$ cat config.mk
export PLATFORM = sky130hd
export DESIGN_NAME = button_ctrl_flat
export DESIGN_NICKNAME = d
export VERILOG_FILES = /design/src/rtl/snake_pkg.sv /design/src/rtl/button_ctrl_if.sv /design/src/rtl/button_ctrl_debounce.sv /design/src/rtl/button_ctrl.sv /design/src/flat_wrapper.sv
export SDC_FILE = /design/constraint.sdc
export NUM_CORES = 1
export LEC_CHECK = 0
export ABC_AREA = 0
export BUFFER_PORTS_ARGS = -buffer_cell sky130_fd_sc_hd__buf_2
export CORE_MARGIN = 8
export CORE_UTILIZATION = 50
export CTS_CLUSTER_SIZE = 20
export DETAILED_ROUTE_END_ITERATION = 7
export GPL_ROUTABILITY_DRIVEN = 0
export PLACE_DENSITY_LB_ADDON = 0.05
export SYNTH_ARGS = -nofsm -noshare
export SYNTH_HDL_FRONTEND = slang
export SYNTH_SLANG_ARGS = --single-unit
$ cat constraint.sdc
create_clock -name clk -period 4.95 [get_ports clk]
set_input_delay 0.2475 -clock clk [delete_from_list [all_inputs] [get_ports clk]]
set_output_delay 0.2475 -clock clk [all_outputs]
set_load 0.01 [all_outputs]
$ cat src/rtl/snake_pkg.sv
`default_nettype none
// ============================================================================
// Module   : snake_pkg
// Purpose  : Direction encoding and shared constants for the snake game blocks.
// Revision : 1.0
// ============================================================================
package snake_pkg;

    typedef enum logic [1:0] {
        DIR_UP    = 2'd0,
        DIR_DOWN  = 2'd1,
        DIR_LEFT  = 2'd2,
        DIR_RIGHT = 2'd3
    } dir_t;

    localparam int DEFAULT_DEBOUNCE_CYCLES = 1_000_000;
    localparam int DEFAULT_CNT_W           = 20;
    localparam int NUM_BTN                 = 4;

    // Opposite directions differ only in bit 0 of the encoding.
    function automatic dir_t opposite_dir(input dir_t d);
        return dir_t'(d ^ 2'b01);
    endfunction

    function automatic logic is_legal_turn(input dir_t cur, input dir_t cand);
        return (cand != cur) && (cand != opposite_dir(cur));
    endfunction

endpackage
`default_nettype wire

$ cat src/rtl/button_ctrl_if.sv
`default_nettype none
// ============================================================================
// Module   : button_ctrl_if
// Purpose  : Raw button inputs and direction command outputs of button_ctrl.
// Revision : 1.0
// ============================================================================
interface button_ctrl_if;
    import snake_pkg::*;

    logic btn_up;
    logic btn_down;
    logic btn_left;
    logic btn_right;
    logic game_over;
    logic up;
    logic down;
    logic left;
    logic right;
    dir_t dir;

    modport master (
        output btn_up, btn_down, btn_left, btn_right, game_over,
        input  up, down, left, right, dir
    );

    modport slave (
        input  btn_up, btn_down, btn_left, btn_right, game_over,
        output up, down, left, right, dir
    );

endinterface
`default_nettype wire

$ cat src/rtl/button_ctrl_debounce.sv
`default_nettype none
// ============================================================================
// Module   : debounce
// Purpose  : 2-FF synchronizer, stability counter and press-edge detect for
//            one active-high push-button.
// Revision : 1.0
// ============================================================================
module debounce
    import snake_pkg::*;
#(
    parameter int DEBOUNCE_CYCLES = DEFAULT_DEBOUNCE_CYCLES,
    parameter int CNT_W           = DEFAULT_CNT_W
) (
    input  wire  clk,
    input  wire  reset,
    input  wire  raw,
    output logic db,
    output logic press
);

    localparam logic [CNT_W-1:0] c_cnt_max = CNT_W'(DEBOUNCE_CYCLES - 1);

    logic [1:0]       r_sync;
    logic             r_db;
    logic             r_db_prev;
    logic             r_press;
    logic [CNT_W-1:0] r_cnt;
    logic             w_s;

    assign w_s = r_sync[1];

    always_ff @(posedge clk) begin
        if (!reset) begin
            r_sync    <= 2'b00;
            r_db      <= 1'b0;
            r_db_prev <= 1'b0;
            r_press   <= 1'b0;
            r_cnt     <= '0;
        end else begin
            r_sync    <= {r_sync[0], raw};
            r_db_prev <= r_db;
            r_press   <= r_db & ~r_db_prev;
            // Any single agreeing cycle restarts the stability count.
            if (w_s == r_db) begin
                r_cnt <= '0;
            end else if (r_cnt == c_cnt_max) begin
                r_db  <= w_s;
                r_cnt <= '0;
            end else begin
                r_cnt <= r_cnt + 1'b1;
            end
        end
    end

    assign db    = r_db;
    assign press = r_press;

endmodule
`default_nettype wire

$ cat src/rtl/button_ctrl.sv
`default_nettype none
// ============================================================================
// Module   : button_ctrl
// Purpose  : Debounces four buttons and issues legal one-cycle turn commands
//            plus the current heading to gameLogic.
// Revision : 1.0
// ============================================================================
module button_ctrl
    import snake_pkg::*;
#(
    parameter int DEBOUNCE_CYCLES = DEFAULT_DEBOUNCE_CYCLES,
    parameter int CNT_W           = DEFAULT_CNT_W
) (
    input  wire          clk,
    input  wire          reset,
    button_ctrl_if.slave bus
);

    logic [NUM_BTN-1:0] w_raw;
    logic [NUM_BTN-1:0] w_db;
    logic [NUM_BTN-1:0] w_press;
    logic [NUM_BTN-1:0] w_event;

    // Bit index equals the direction encoding.
    assign w_raw = {bus.btn_right, bus.btn_left, bus.btn_down, bus.btn_up};

    generate
        for (genvar gi = 0; gi < NUM_BTN; gi++) begin : g_btn
            debounce #(
                .DEBOUNCE_CYCLES (DEBOUNCE_CYCLES),
                .CNT_W           (CNT_W)
            ) u_debounce (
                .clk   (clk),
                .reset (reset),
                .raw   (w_raw[gi]),
                .db    (w_db[gi]),
                .press (w_press[gi])
            );
        end
    endgenerate

    // A press pulse always coincides with the debounced level being high.
    assign w_event = w_press & w_db;

    dir_t               r_dir;
    logic [NUM_BTN-1:0] r_pulse;
    dir_t               w_cand;
    logic               w_cand_valid;
    logic               w_accept;
    dir_t               w_dir_next;
    logic [NUM_BTN-1:0] w_pulse_next;

    // Highest-priority event wins; the rest are dropped for this cycle.
    always_comb begin
        w_cand       = DIR_RIGHT;
        w_cand_valid = 1'b0;
        w_accept     = 1'b0;
        w_dir_next   = r_dir;
        w_pulse_next = '0;
        if (w_event[DIR_UP]) begin
            w_cand       = DIR_UP;
            w_cand_valid = 1'b1;
        end else if (w_event[DIR_DOWN]) begin
            w_cand       = DIR_DOWN;
            w_cand_valid = 1'b1;
        end else if (w_event[DIR_LEFT]) begin
            w_cand       = DIR_LEFT;
            w_cand_valid = 1'b1;
        end else if (w_event[DIR_RIGHT]) begin
            w_cand       = DIR_RIGHT;
            w_cand_valid = 1'b1;
        end
        w_accept = w_cand_valid && !bus.game_over && is_legal_turn(r_dir, w_cand);
        if (w_accept) begin
            w_dir_next           = w_cand;
            w_pulse_next[w_cand] = 1'b1;
        end
    end

    always_ff @(posedge clk) begin
        if (!reset) begin
            r_dir   <= DIR_RIGHT;
            r_pulse <= '0;
        end else begin
            r_dir   <= w_dir_next;
            r_pulse <= w_pulse_next;
        end
    end

    assign bus.up    = r_pulse[DIR_UP];
    assign bus.down  = r_pulse[DIR_DOWN];
    assign bus.left  = r_pulse[DIR_LEFT];
    assign bus.right = r_pulse[DIR_RIGHT];
    assign bus.dir   = r_dir;

endmodule
`default_nettype wire

$ cat src/flat_wrapper.sv
// flat-port wrapper written by rule: the top's interface ports become plain ports
module button_ctrl_flat import snake_pkg::*;
#(
    parameter int DEBOUNCE_CYCLES = DEFAULT_DEBOUNCE_CYCLES,
    parameter int CNT_W           = DEFAULT_CNT_W
)
  (clk, reset, bus_btn_up, bus_btn_down, bus_btn_left, bus_btn_right, bus_game_over, bus_up, bus_down, bus_left, bus_right, bus_dir);
  button_ctrl_if bus_i ();
  input  wire clk;
  input  wire reset;
  input wire logic [$bits(bus_i.btn_up)-1:0] bus_btn_up;
  input wire logic [$bits(bus_i.btn_down)-1:0] bus_btn_down;
  input wire logic [$bits(bus_i.btn_left)-1:0] bus_btn_left;
  input wire logic [$bits(bus_i.btn_right)-1:0] bus_btn_right;
  input wire logic [$bits(bus_i.game_over)-1:0] bus_game_over;
  output wire logic [$bits(bus_i.up)-1:0] bus_up;
  output wire logic [$bits(bus_i.down)-1:0] bus_down;
  output wire logic [$bits(bus_i.left)-1:0] bus_left;
  output wire logic [$bits(bus_i.right)-1:0] bus_right;
  output wire logic [$bits(bus_i.dir)-1:0] bus_dir;
  assign bus_i.btn_up = bus_btn_up;
  assign bus_i.btn_down = bus_btn_down;
  assign bus_i.btn_left = bus_btn_left;
  assign bus_i.btn_right = bus_btn_right;
  assign bus_i.game_over = bus_game_over;
  assign bus_up = bus_i.up;
  assign bus_down = bus_i.down;
  assign bus_left = bus_i.left;
  assign bus_right = bus_i.right;
  assign bus_dir = bus_i.dir;
  button_ctrl #(.DEBOUNCE_CYCLES(DEBOUNCE_CYCLES), .CNT_W(CNT_W)) u_core (.clk(clk), .reset(reset), .bus(bus_i));
endmodule
==> results by group, run 1 <==
Worst setup path
  – Critical Path Max Stage Delay: 570 ps
  – Critical path required time: 5170 ps
  – CP Launch Point: u_core.g_btn[2].u_debounce.r_cnt[12]
  – CP max stage cell: o211ai_4
  – Crit start category: flip-flop
  – CP endpoint kind: flip-flop
  – R2R depth: 4
  – Crit path to: u_core.g_btn[2].u_debounce.r_cnt[8]
  – Reg2Reg Setup Slack: 2670 ps
  – Worst R2R End: u_core.g_btn[2].u_debounce.r_cnt[8]
  – Worst-path cell chain: or4b_1, or4_4, o211ai_4, nor2_1
  – WP data arrival: 2500 ps
  – Crit path max fanout: 19
  – Kind of critical path: reg2reg
  – R2r startpoint: u_core.g_btn[2].u_debounce.r_cnt[12]

Clock tree
  – H-tree Lvls: 3
  – CTS root buf: clkbuf_8
  – Num CTS Buffers: 9
  – Worst skew pair latency: 360 ps
  – CTS resizes: 0
  – Cts hold-fix bufs: 0
  – # Post-CTS Setup Buffers: 0
  – CTS tree: built
  – Clock buffer depth: 2
  – Clk slew on worst S/H paths: 100 ps
  – Clock Sinks: 106

Cells and area
  – Nets: 524
  – Share of layout cells above drive strength 1: 0.102
  – Final Instance Area: 0.00492 sq mm
  – Register area: 0.00212 sq mm
  – N_diodes: 0
  – Footprint of the multi-input gates: about 0.0023 sq mm
  – Count of filler cells inserted in the layout: 810
  – Layout area overhead: 8.35%

Hold path
  – Hold Crit Class: in2reg

Timing
  – Worst-Margin Slew: between 800 and 900 ps
  – Final Skew: 11.7 ps
  – Period utilization: 0.461
  – Fmax achieved: 438 MHz
  – RSZ-0062 raised after global routing: no
  – Fin crit period: 2280 ps
  – Final slew viol count: 0
  – Final Setup Violations: 0
  – Max_slew headroom: 0.438
  – Setup total negative slack: 0 ps
  – Final worst slack: 2670 ps
  – Hold Vio Cnt, Final: 0

Power and ir drop
  – Leakage: around 1.6 nW
  – Sequential power share: 0.570
  – Peak VDD IR: between 0.15 and 0.2 mV
  – P per Cell Area: around 310 mW/mm^2
  – Clk pwr share: 0.418
  – Net Sw Frac: 0.204
  – Net Sw Power: 0.306 mW
  – Internal power: between 1 and 1.5 mW
  – Share of power burned in combinational logic: 0.012

Die
  – Die height: between 100 and 150 um
  – Die ar.: 0.0124 sq mm
  – Chip width: 111 um
  – Core Rows: 34
  – Core Area: 0.00876 sq mm
  – Io pins: 13
  – Starting density of the core: 0.518

Route
  – Final WL: 7940 um
  – Via density: 5.48
  – DRC viols: 0
  – Routed via count: 3431
  – Avg WL per Cell: 12.7 um
  – Final ANT Viol Nets: 0
  – DRT iter0 DRCs: 114
  – First drt pass iteration count: 4

Placed design
  – Cell Area, Placed: around 0.0047 sq mm
  – Port bufs: 12
  – Hpwl dp: 5540 um
  – DP Worst Slack: 2670 ps

Synth
  – Cell taking the most area after synthesis: dfxtp_1
  – Post-synth ARST share: 0
  – Synth area leaders: dfxtp_1, xnor2_1, xor2_1, nor2_1, nand4_1
  – Count leader, synth: dfxtp_1
  – Ys Warns: 0
  – Most frequent cells after synthesis: dfxtp_1, nor2_1, nand3_1, xnor2_1
  – Post-synth EDFFs: 0
  – Net Count, Synth: slightly above 500
  – Area of the mapped netlist: about 0.0045 sq mm
  – #FFs+latches synth: 106
  – Top-area cell type share of the netlist area: 0.467
  – Register area share after synthesis: 0.467
  – Yosys cell types: 42
  – Avg Cell Area, Syn: ~9.1 sq um
  – Post-synthesis cell count: 500
  – Most common flop cell mapped by yosys: dfxtp_1

Global routing
  – Grt total ovfl: 0
  – All-Layer GR Usage: 0.132
  – First-pass GRT wire length: 14200 um
  – Pin count of the biggest net entering global routing: 27
  – Antenna violations before repair: 0
  – Number of global-route vias before repair: 3140

Status
  – Status: finished clean

Flow run
  – Max-Cap Viols: 0
## critical path, delay by kind of cell, from the launching register on
family          cells  cell delay [ps]
flops               1              370
compound gates      1              570
simple gates        3             1190
## worst min-delay path by stage
stage | cells past startpoint | from | endpoint | slack (ps)
global placement | 1 | u_core.g_btn[1].u_debounce.r_db_prev | u_core.g_btn[1].u_debounce.press | 370
floorplan | 1 | bus_game_over | u_core.r_pulse[0] | 320
global route | 2 | bus_btn_left | u_core.g_btn[2].u_debounce.r_sync[0] | 80
CTS | 2 | bus_btn_down | u_core.g_btn[1].u_debounce.r_sync[0] | 70
detailed placement | 1 | u_core.g_btn[0].u_debounce.r_db_prev | u_core.g_btn[0].u_debounce.press | 380
finish | 2 | bus_btn_down | u_core.g_btn[1].u_debounce.r_sync[0] | 90
## placed cells by master (no fill, tap or decap), types with 4 or more instances in the layout
master,instances
and4_1,6
nor4_1,11
nor2_2,10
buf_2,12
nor2b_1,4
or4b_1,4
o21ai_0,12
nand3_1,28
a21oi_1,23
nand4_1,27
and3_1,6
dfxtp_1,106
o21a_1,6
nor3_1,12
nand2_1,26
o31ai_1,7
a31o_2,4
xnor2_1,28
xor2_1,27
and2_1,14
or4_1,12
or3_1,12
nor2_1,54
inv_1,23
ha_1,4
clkbuf_8,9
## cells by family after synthesis
kind of cell / count (synthesis) / synth area share
AO/OA/AOI/OAI: 60 / 0.0874
multiplexers: 1 / 0.00221
buffers and inverters: 35 / 0.0347
flip-flops: 106 / 0.467
adder cells (fa/ha/maj): 4 / 0.0110
XOR/XNOR: 55 / 0.106
AND/OR/NAND/NOR: 239 / 0.291
## routing by layer
layer / track usage / part of all wire / vias up
met5: 0 / 0 / -
met4: 0.0640 / 0.014 / 0
met3: 0.0233 / 0.031 / 9
met2: 0.202 / 0.45 / 46
met1: 0.175 / 0.51 / 1585
li1: - / - / 1791
## layout make-up
| class | instances | share of cell area |
|---|---|---|
| Tap cell | 108 | 0.0275 |
| Clock inverter | 7 | 0.0237 |
| Inverter | 23 | 0.0176 |
| Timing Repair Buffer | 14 | 0.0153 |
| Clock buffer | 9 | 0.0252 |
| Sequential cell | 106 | 0.431 |
| Multi-Input combinational cell | 359 | 0.459 |
## power groups by stage
stage	Sequential (mW)	Clock, mW	Combinational, mW
finish	0.858	0.628	0.0180
global route	0.859	0.680	0.0205
CTS	0.858	0.645	0.0186
detailed placement	0.878	0	0.0185
global placement	0.878	0	0.0183
floorplan	0.878	0	0.0137
## per-stage QoR
stage	instances	hold slack [ps]	util	total power, mW
after floorplan	500	325	-	0.891
after global placement	610	370	0.534	0.896
after detailed placement	610	376	0.534	0.897
after CTS	626	72.0	0.561	1.52
after global routing	626	82.4	0.561	1.56
final	626	93.1	0.561	1.50
## state kept, by name, summed over array words and instances, names as in the netlist
| register | flops |
|---|---|
| u_core.bus.dir | 2 |
| u_core.g_btn.u_debounce.r_db_prev | 4 |
| u_core.g_btn.u_debounce.press | 4 |
| u_core.g_btn.u_debounce.r_sync | 8 |
| u_core.r_pulse | 4 |
| u_core.g_btn.u_debounce.db | 4 |
| u_core.g_btn.u_debounce.r_cnt | 80 |
Note: power is estimated with default switching activity, not from simulation.
==> run 2: changes to the inputs <==
clock period = 2.3 ns   (was 4.95 ns; I/O delays follow)
==> run 2 against run 1 <==
  * Register-to-register slack got worse by 2400 ps
  * Critical path depth did not move
  * Sequential power rose by 120%
  * Largest power group unchanged
  * Sequential share of layout area fell by 0.63 points
  * Design area rose by 1.5%
  * Die area did not move
  * Flip-flop and latch count did not move
  * Cell count rose by 1.6%
==> results by group, run 2 (synthesis results as in run 1) <==
Power and ir drop
  – Leakage: between 1.5 and 2 nW
  – P per Cell Area: 606 mW/mm^2
  – Tot Pwr: 3.02 mW
  – Peak VDD IR: 0.411 mV

Worst setup path
  – Kind of critical path: reg2reg
  – Reg2Reg Setup Slack: 270 ps
  – Crit start category: flip-flop
  – CP Launch Point: u_core.g_btn[1].u_debounce.r_cnt[3]
  – CP endpoint kind: flip-flop
  – Crit path max fanout: 7
  – R2R depth: 4
  – Worst R2R End: u_core.g_btn[1].u_debounce.r_cnt[19]
  – Critical path required time: 2600 ps
  – WP data arrival: 2320 ps
  – Crit path to: u_core.g_btn[1].u_debounce.r_cnt[19]
  – R2r startpoint: u_core.g_btn[1].u_debounce.r_cnt[3]

Global routing
  – Antenna violations before repair: 0
  – Pin count of the biggest net entering global routing: 21
  – All-Layer GR Usage: 0.132
  – First-pass GRT wire length: 14200 um
  – Number of global-route vias before repair: roughly 3300
  – Grt total ovfl: 0

Timing
  – Worst-Margin Slew: 568 ps
  – Hold Vio Cnt, Final: 0
  – Final Skew: 8.15 ps
  – Max_slew headroom: 0.618
  – Final hold slack: 53.0 ps
  – Final slew viol count: 0
  – Final worst slack: 274 ps
  – Fmax achieved: between 400 and 500 MHz
  – Final Setup Violations: 0
  – Fin crit period: 2030 ps
  – Period utilization: 0.881
  – RSZ-0062 raised after global routing: no
  – Setup total negative slack: 0 ps

Route
  – Via density: 5.45
  – First drt pass iteration count: 4
  – Avg WL per Cell: 12.6 um
  – Final WL: about 8000 um
  – DRC viols: 0
  – DRT iter0 DRCs: 91
  – Routed via count: ~3500
  – Routed wl met2: 3640 um
  – DR top layer: met4
  – Final ANT Viol Nets: 0
  – Met1 WL: 3990 um
  – Routed wl met3: 247 um

Cells and area
  – Commonest non-fill, non-tap cell in the layout: dfxtp_1
  – N_diodes: 0
  – Count of filler cells inserted in the layout: 815
  – Share of layout cells above drive strength 1: 0.110
  – Register name with the most flops: u_core.g_btn.u_debounce.r_cnt
  – Max reg flops: 80
  – Layout area overhead: 9.95%
  – Top Registers: u_core.g_btn.u_debounce.r_cnt (80), u_core.g_btn.u_debounce.r_sync (8)
  – Nets: about 540
  – Final Core Density: 0.570
  – Most frequent cells in the layout: dfxtp_1, nor2_1, nand3_1, xnor2_1

Die
  – Core Area: 0.00876 sq mm
  – Io pins: 13
  – Core Rows: 34
  – Starting density of the core: 0.518
  – Die ar.: 0.0124 sq mm
  – Die height: 111 um
  – Chip width: 111 um

Status
  – Status: finished clean

Clock tree
  – H-tree Lvls: 3
  – Worst skew pair latency: between 300 and 400 ps
  – Clock buffer depth: 2
  – CTS root buf: clkbuf_8
  – Clock Sinks: 106
  – CTS tree: built
  – Num CTS Buffers: 9
  – Clk slew on worst S/H paths: 90 ps

Hold path
  – Hold Crit Class: in2reg

Flow run
  – Max-Cap Viols: 0

Placed design
  – Port bufs: 12
  – Hpwl dp: 5590 um
  – DP Worst Slack: approximately 300 ps
==> run 2: how the worst min path moves through the flow <==
stage	slack (ps)	from	cells after the start	end
2_1_floorplan	190	bus_game_over	1	u_core.r_pulse[0]
3_3_place_gp	330	bus_btn_down	2	u_core.g_btn[1].u_debounce.r_sync[0]
3_5_place_dp	340	bus_btn_down	2	u_core.g_btn[1].u_debounce.r_sync[0]
4_1_cts	40	reset	2	u_core.bus.dir[1]
5_1_grt	70	reset	2	u_core.bus.dir[1]
6_report	50	reset	2	u_core.bus.dir[1]
==> run 2: layout make-up <==
| class | instances | area (sq um) | share of cell area |
|---|---|---|---|
| clock buffers | 10 | 138 | 0.0276 |
| clock inverters | 5 | 55.1 | 0.0110 |
| inverters | 23 | 86.3 | 0.0173 |
| multi-input cells | 359 | 2260 | 0.453 |
| flip-flops and latches | 106 | 2120 | 0.425 |
| well taps | 108 | 135 | 0.0271 |
| repair buffers | 25 | 195 | 0.0391 |
==> run 2: what timing repair did <==
item	in CTS	in global routing
endpoints found under the setup margin	0	0
buffers inserted	0	0
gates resized for setup	0	0
endpoints found under the hold margin	6	0
hold buffers	5	0
==> run 2: per-stage QoR <==
stage	area, sq um	std cells
floorplan	4540	500
global placement	4750	616
detailed placement	4750	616
CTS	4990	636
global route	4990	636
finish	4990	636
==> run 2: power breakdown <==
| part | internal [mW] | switching, mW |
|---|---|---|
| logic | 0.0228 | 0.0282 |
| registers | 1.84 | 0.00457 |
| clock network | 0.524 | 0.603 |
| total | 2.39 | 0.635 |
==> run 2: critical path: stages (launching register included) <==
cell     delay [ps]
dfxtp_1         430
nand4_2         220
or4_1           710
or4_1           450
a21oi_1         150
==> run 2: routing by layer <==
layer  vias up  track usage
met5         -            0
met4         0       0.0560
met3        10       0.0341
met2        24        0.221
met1      1622        0.156
li1       1811            -
